===== config.mk =====
export PLATFORM = sky130hd
export DESIGN_NAME = ex_mem_pipe_reg
export DESIGN_NICKNAME = d
export VERILOG_FILES = /design/src/rtl/riscv_pkg.sv /design/src/rtl/pipe_skid_buf.sv /design/src/rtl/ex_mem_pipe_reg.sv
export SDC_FILE = /design/constraint.sdc
export NUM_CORES = 1
export LEC_CHECK = 0
export ABC_AREA = 1
export CORE_UTILIZATION = 48
export DETAILED_ROUTE_END_ITERATION = 8
export GPL_ROUTABILITY_DRIVEN = 0
export PLACE_DENSITY = 0.83
export SKIP_CTS_REPAIR_TIMING = 1
export SYNTH_ARGS = -nofsm -noshare
export SYNTH_HDL_FRONTEND = slang
export SYNTH_SLANG_ARGS = --single-unit

===== constraint.sdc =====
create_clock -name clk_i -period 2.03 [get_ports clk_i]
set_clock_uncertainty 0.15 [all_clocks]
set_input_delay 0.406 -clock clk_i [delete_from_list [all_inputs] [get_ports clk_i]]
set_output_delay 0.406 -clock clk_i [all_outputs]
set_load 0.05 [all_outputs]

===== src/rtl/riscv_pkg.sv =====
// riscv_pkg: shared RV32I pipeline types for the EX/MEM stage register and its skid buffer
package riscv_pkg;
  localparam int PKG_XLEN = 32;
  localparam logic [4:0] REG_ZERO = 5'd0;
  typedef enum logic [1:0] {WB_ALU, WB_MEM, WB_PC4, WB_IMM} wb_sel_e;
  typedef struct packed {
    logic [PKG_XLEN-1:0] alu_data;
    logic [PKG_XLEN-1:0] st_data;
    logic [PKG_XLEN-1:0] pc;
    logic [4:0]          rd_addr;
    logic                rd_wren;
    logic                mem_wren;
    logic                mem_rden;
    wb_sel_e             wb_sel;
  } ex_mem_t;
endpackage


===== src/rtl/pipe_skid_buf.sv =====
// pipe_skid_buf: two-entry (main + skid) valid/ready register slice with flush; ready_o is registered
module pipe_skid_buf #(
  parameter type T = logic
) (
  input  logic clk_i,
  input  logic rst_ni,
  input  logic flush_i,
  input  logic valid_i,
  output logic ready_o,
  input  T     data_i,
  output logic valid_o,
  input  logic ready_i,
  output T     data_o
);
  logic main_valid_q, main_valid_d, skid_valid_q, skid_valid_d;
  T main_q, main_d, skid_q, skid_d;
  logic accept, deliver, load_main, load_skid;
  assign ready_o = ~skid_valid_q;
  assign valid_o = main_valid_q;
  assign data_o  = main_q;
  assign accept  = valid_i & ready_o;
  assign deliver = main_valid_q & ready_i;
  assign load_main = (deliver | ~main_valid_q) & accept & ~flush_i;
  assign load_skid = accept & main_valid_q & ~deliver & ~flush_i;
  always_comb begin
    main_valid_d = flush_i ? 1'b0 :
                   (deliver & skid_valid_q) ? 1'b1 :
                   load_main ? 1'b1 :
                   deliver ? 1'b0 : main_valid_q;
    main_d       = (deliver & skid_valid_q & ~flush_i) ? skid_q :
                   load_main ? data_i : main_q;
    skid_valid_d = flush_i ? 1'b0 :
                   (deliver & skid_valid_q) ? 1'b0 :
                   load_skid ? 1'b1 : skid_valid_q;
    skid_d       = load_skid ? data_i : skid_q;
  end
  always_ff @(posedge clk_i) begin
    if (!rst_ni) begin
      main_valid_q <= 1'b0;
      skid_valid_q <= 1'b0;
      main_q       <= '0;
      skid_q       <= '0;
    end else begin
      main_valid_q <= main_valid_d;
      skid_valid_q <= skid_valid_d;
      main_q       <= main_d;
      skid_q       <= skid_d;
    end
  end
endmodule


===== src/rtl/ex_mem_pipe_reg.sv =====
// ex_mem_pipe_reg: EX/MEM stage register with x0 write masking and a forwarding tap.
// Forwarding outputs are live only when EX_MEM_FWD_EN is defined; otherwise tied to 0.
module ex_mem_pipe_reg
  import riscv_pkg::*;
#(
  parameter int XLEN = PKG_XLEN
) (
  input  logic            clk_i,
  input  logic            rst_ni,
  input  logic            flush_i,
  input  logic            valid_i,
  output logic            ready_o,
  input  logic [XLEN-1:0] alu_data_i,
  input  logic [XLEN-1:0] st_data_i,
  input  logic [XLEN-1:0] pc_i,
  input  logic [4:0]      rd_addr_i,
  input  logic            rd_wren_i,
  input  logic            mem_wren_i,
  input  logic            mem_rden_i,
  input  logic [1:0]      wb_sel_i,
  output logic            valid_o,
  input  logic            ready_i,
  output logic [XLEN-1:0] alu_data_o,
  output logic [XLEN-1:0] st_data_o,
  output logic [XLEN-1:0] pc_o,
  output logic [4:0]      rd_addr_o,
  output logic            rd_wren_o,
  output logic            mem_wren_o,
  output logic            mem_rden_o,
  output logic [1:0]      wb_sel_o,
  output logic            fwd_en_o,
  output logic [4:0]      fwd_rd_addr_o,
  output logic [XLEN-1:0] fwd_data_o
);
  ex_mem_t in_s, out_s;
  // x0 is masked at capture so neither the MEM stage nor the forwarding tap ever sees a write to it
  assign in_s = '{
    alu_data: alu_data_i,
    st_data:  st_data_i,
    pc:       pc_i,
    rd_addr:  rd_addr_i,
    rd_wren:  rd_wren_i & (rd_addr_i != REG_ZERO),
    mem_wren: mem_wren_i,
    mem_rden: mem_rden_i,
    wb_sel:   wb_sel_e'(wb_sel_i)
  };
  pipe_skid_buf #(.T(ex_mem_t)) u_buf (
    .clk_i   (clk_i),
    .rst_ni  (rst_ni),
    .flush_i (flush_i),
    .valid_i (valid_i),
    .ready_o (ready_o),
    .data_i  (in_s),
    .valid_o (valid_o),
    .ready_i (ready_i),
    .data_o  (out_s)
  );
  assign alu_data_o = out_s.alu_data;
  assign st_data_o  = out_s.st_data;
  assign pc_o       = out_s.pc;
  assign rd_addr_o  = out_s.rd_addr;
  assign rd_wren_o  = out_s.rd_wren;
  assign mem_wren_o = out_s.mem_wren;
  assign mem_rden_o = out_s.mem_rden;
  assign wb_sel_o   = out_s.wb_sel;
`ifdef EX_MEM_FWD_EN
  // load data is not available until the MEM stage, so loads are not forwardable here
  assign fwd_en_o      = valid_o & out_s.rd_wren & (out_s.wb_sel != WB_MEM);
  assign fwd_rd_addr_o = out_s.rd_addr;
  assign fwd_data_o    = out_s.alu_data;
`else
  assign fwd_en_o      = 1'b0;
  assign fwd_rd_addr_o = '0;
  assign fwd_data_o    = '0;
`endif
endmodule


After elaboration in Yosys (flattened, before gate mapping). Cells that the tools add are included.

Muxes and demuxes: 5. Bitwise logic cells: 16. Reductions and logical operators: 5.

Operator list (count): 2-to-1 mux 106 bit (2); bitwise AND 1 bit (10); NOT 1 bit (5); nonzero test 5 bit (1); 2-to-1 mux 1 bit (3); nonzero test 3 bit (1); OR reduction 3 bit (1); nonzero test 2 bit (1); OR reduction 2 bit (1); OR 1 bit (1).

Register bits: 214. Input port bits: 111. Output and inout bits: 146. Logic and storage cells: 44.

Longest topological paths before layout.
Depth after elaboration: 6. Gate-level depth with buffers: 10. Mapped depth without buffers: 8.

Modules after synthesis. From an unflattened synthesis, not the netlist that was laid out.

Cells, all modules: 1347. Area, all modules: 9587.9 sq um.

Modules (own cells, without submodules): pipe_skid_buf (times used 1, cells each 1302, area an instance 9275.1 sq um, seq. area each 4284.1 sq um); ex_mem_pipe_reg (times used 1, cells each 45, area an instance 312.8 sq um, seq. area each 0.0 sq um).

Least setup slack after synthesis. OpenSTA, ideal clock, no wires.

Path kind: reg2reg. Start point: register u_buf.main_valid_q, in the netlist u_buf.valid_o. End point: register u_buf.main_q (netlist bit u_buf.data_o[13]). Setup time: 0.128 ns. Arrival time: 1.529 ns. Required time: 1.752 ns. Slack: 0.224 ns. Stages on the path, launching flop included: 8. Buffers on the path: 2. Period minus slack after synthesis: 1.806 ns. Path through: dfxtp_1 > nand4_1 > buf_4 > nand2_1 > buf_2 > nor2_1 > nor2_1 > nor2_1.

Longest elaborated chain between the ends: 5. Elaborated cells on any way between the ends: 9. Classes of those cells: mux (1); bitwise (7); reduce/logical (1).

Ends and longest elaborated chain: from (decl) (line pipe_skid_buf.sv:15) `logic main_valid_q, main_valid_d, skid_valid_q, skid_valid_d;`; from (signal assigned) (line pipe_skid_buf.sv:44) `main_valid_q <= main_valid_d;`; bitwise AND 1 bit or NOT 1 bit (tied branches) (line pipe_skid_buf.sv:22, pipe_skid_buf.sv:23); OR 1 bit (line pipe_skid_buf.sv:23) `assign load_main = (deliver | ~main_valid_q) & accept & ~flush_i;`; bitwise AND 1 bit (2 in a row) (line pipe_skid_buf.sv:23); nonzero test 2 bit (no source line); to (signal assigned) (line pipe_skid_buf.sv:46) `main_q <= main_d;`; to (decl) (line pipe_skid_buf.sv:16) `T main_q, main_d, skid_q, skid_d;`.

Several ways; a longest one is shown, not always the timed one. A chain may end at the register's enable or synchronous reset.

Worst setup path after layout.
Start point: register u_buf.main_q (netlist bit u_buf.data_o[49]). End point: output port st_data_o[7].

RTL lines: to (decl) (line ex_mem_pipe_reg.sv:24) `output logic [XLEN-1:0] st_data_o,`.

No word-level cell between the ends.

==> metrics.csv <==
metric,value,unit
GRT Total Usage,25.0,%
number of distinct library cells after synthesis,22,
area of all placed cells without fillers,0.0122,mm²
residual overflow from global routing,0,
total via count in the routed design,8939,
mean cell area of the mapped netlist,6.87,µm²
I/O pin count,257,
status,"finished, final reports clean",
Die Wd,139,µm
core occupancy in the finished layout,66.8,%
Final Hold Viols,0,
crit-path max cell delay,0.44,ns
clock tree from TritonCTS,built,
CP top delay family,buffers and inverters,
Worst-Margin Slew,0.514,ns
cell with the largest stage delay on the worst path,dlymetal6s2s_1,
power density of the placed cells,824,mW/mm²
class of the tightest hold or removal check,primary input to flip-flop,
antenna violations before repair,0,
setup repair after global routing missed its margin,false,
warnings from Yosys,0,
via count of the first global-routing pass,8243,
std cell rows,49,
number of buffers inserted during clock tree synthesis,23,
global-route wire length before repair,40.2,mm
insertion delay of the later-clocked pin in the worst-skew pair,0.50,ns
post-detailed-route DRC marker count,0,
Detail Placement HPWL,15.8,mm
MaxCap Viol Count,0,
leakage power figure,6.65,nW
dpl ws,-0.103,ns
Placed Instance Area,0.0113,mm²
sequential area share after synthesis,47.2,%
normalized max-slew margin,65.7,%
kind of critical path,flip-flop to primary output,
antenna-violating nets left,0,
critical path endpoint category,primary output,
cell count after synthesis,1320,
initial core utilization,49.7,%
share of cells above drive strength 1,10.0,%
final clock period utilization by the worst path,90.9,%
post-synth design cell area,0.00907,mm²
signed area change from the synthesized netlist to the final layout,34.5,%
Worst-path clk slew,0.06,ns
min Tclk post-route,1.85,ns
H-tree level count,1,
total chip power,10.0,mW
post-synthesis register bit count,214,
worst vdd rail ir drop,0.638,mV
number of optimization iterations in the first detailed-route pass,5,
startpoint type of the worst setup path,flip-flop,
worst path cell trace,dlymetal6s2s_1,
number of failing setup endpoints in the final timing report,0,
Crit Path Max Fanout,2,
number of sinks driven by the clock tree,214,
Buffers & Inverters on Critical Path,1,
post-detailed-route wirelength per cell,14.2,µm
floorplan die height,139,µm
CTS max path bufs,3,
CP Data Required Time,1.47,ns
Port Buffer Count,218,
final wirelength,24.9,mm
f_max,542,MHz
Worst Path Arrival,1.29,ns
initial detailed-routing violation count,620,
Final nets,1622,
Placeable Area,0.0183,mm²
antenna diode count,0,
routed via count divided by cell count,5.10,
die footprint,0.0195,mm²
Root Buffer,clkbuf_16,
maximum number of pins on one net before global-route repair,56,
number of slew-limit violations in the final report,0,
slack of the critical path,0.185,ns
worst paths after layout:
path | from | end | slack [ns] | cells past startpoint
max | u_buf.data_o[49] | st_data_o[7] | 0.18 | 1
min | rst_ni | u_buf.data_o[37] | 0.20 | 3
max reg2reg | u_buf.skid_valid_q | u_buf.skid_q[27] | 0.36 | 7
min reg2reg | u_buf.skid_q[3] | u_buf.skid_q[3] | 0.35 | 2
metal layers:
metal | vias to the layer above | GRT usage (%) | share of wire, %
li1 | 4407 | - | -
met1 | 4117 | 31.6 | 41
met2 | 375 | 43.2 | 49
met3 | 40 | 4.75 | 7.3
met4 | 0 | 7.49 | 2.2
met5 | - | 0 | 0
power breakdown:
part | internal (mW) | switching, mW
combinational | 0.500 | 0.908
clock | 2.61 | 1.64
sequential | 4.32 | 0.0695
total | 7.43 | 2.62
per-stage QoR:
| step | cells | TNS (ns) | hold slack [ns] |
|---|---|---|---|
| after CTS | 1754 | -6.66 | 0.196 |
| after global placement | 1715 | -6.31 | 0.328 |
| after detailed placement | 1715 | -11.03 | 0.333 |
| final | 1754 | 0 | 0.197 |
| after global routing | 1754 | 0 | 0.220 |
| after floorplan | 1357 | 0 | 0.314 |
layout by cell type (no fill, tap or decap):
cell type,count
nand3_4,1
a31oi_1,1
nor2_4,2
clkbuf_8,8
o21ai_0,109
nand3_1,180
clkbuf_16,23
clkdlybuf4s50_1,109
bufinv_16,2
buf_12,18
a21oi_1,15
dfxtp_1,214
nand3_2,1
nand4_1,1
nand2_2,1
nor2_1,236
inv_2,2
dlymetal6s2s_1,37
nand2_1,295
o21ai_1,11
nor2_2,1
clkinv_1,1
clkinv_2,3
inv_1,122
clkbuf_1,3
conb_1,38
buf_4,91
cell usage after synthesis:
master    count  area share, %
clkbuf_1     44            1.8
buf_6         1           0.12
buf_2        34            1.9
inv_2         2          0.083
nor2_1      236            9.8
conb_1        1          0.041
inv_1       122            5.0
o21ai_0     109            6.0
buf_1         6           0.25
nor2_4        2           0.25
clkinv_1      1          0.041
nor2_2        1          0.069
a21oi_1      15           0.83
dfxtp_1     214             47
nand2_1     295             12
nand4_1       1          0.069
a31oi_1       1          0.069
nand2_2       1          0.069
o21ai_1      11           0.61
nand3_2       2           0.22
nand3_1     180            9.9
buf_4        41            3.4
kinds of logic after synthesis:
kind of cell	count (synthesis)	synth area share, %
buffers and inverters	251	12.6
AND/OR/NAND/NOR	718	32.6
AO/OA/AOI/OAI	136	7.52
other	1	0.0413
flip-flops	214	47.2
registers in the layout (all words and copies together) (netlist names):
name / cells
u_buf.skid_valid_q: 1
u_buf.skid_q: 106
u_buf.valid_o: 1
u_buf.data_o: 106
final cells by class:
cell class | instances | area (µm²)
Inverter | 125 | 469
Timing Repair Buffer | 255 | 2600
Clock inverter | 5 | 75.1
Multi-Input combinational cell | 892 | 3790
Fill cell | 1489 | 6070
Tap cell | 229 | 287
Clock buffer | 34 | 697
Sequential cell | 214 | 4280
worst register-to-register path, stage by stage (launching register included):
cell and delay, ns:
dfxtp_1 0.36, nor2_2 0.14, nand2_1 0.11, nor2_4 0.24
inv_2 0.12, buf_12 0.19, nor2_1 0.18, nor2_1 0.06
(Power assumes the default switching activity.)
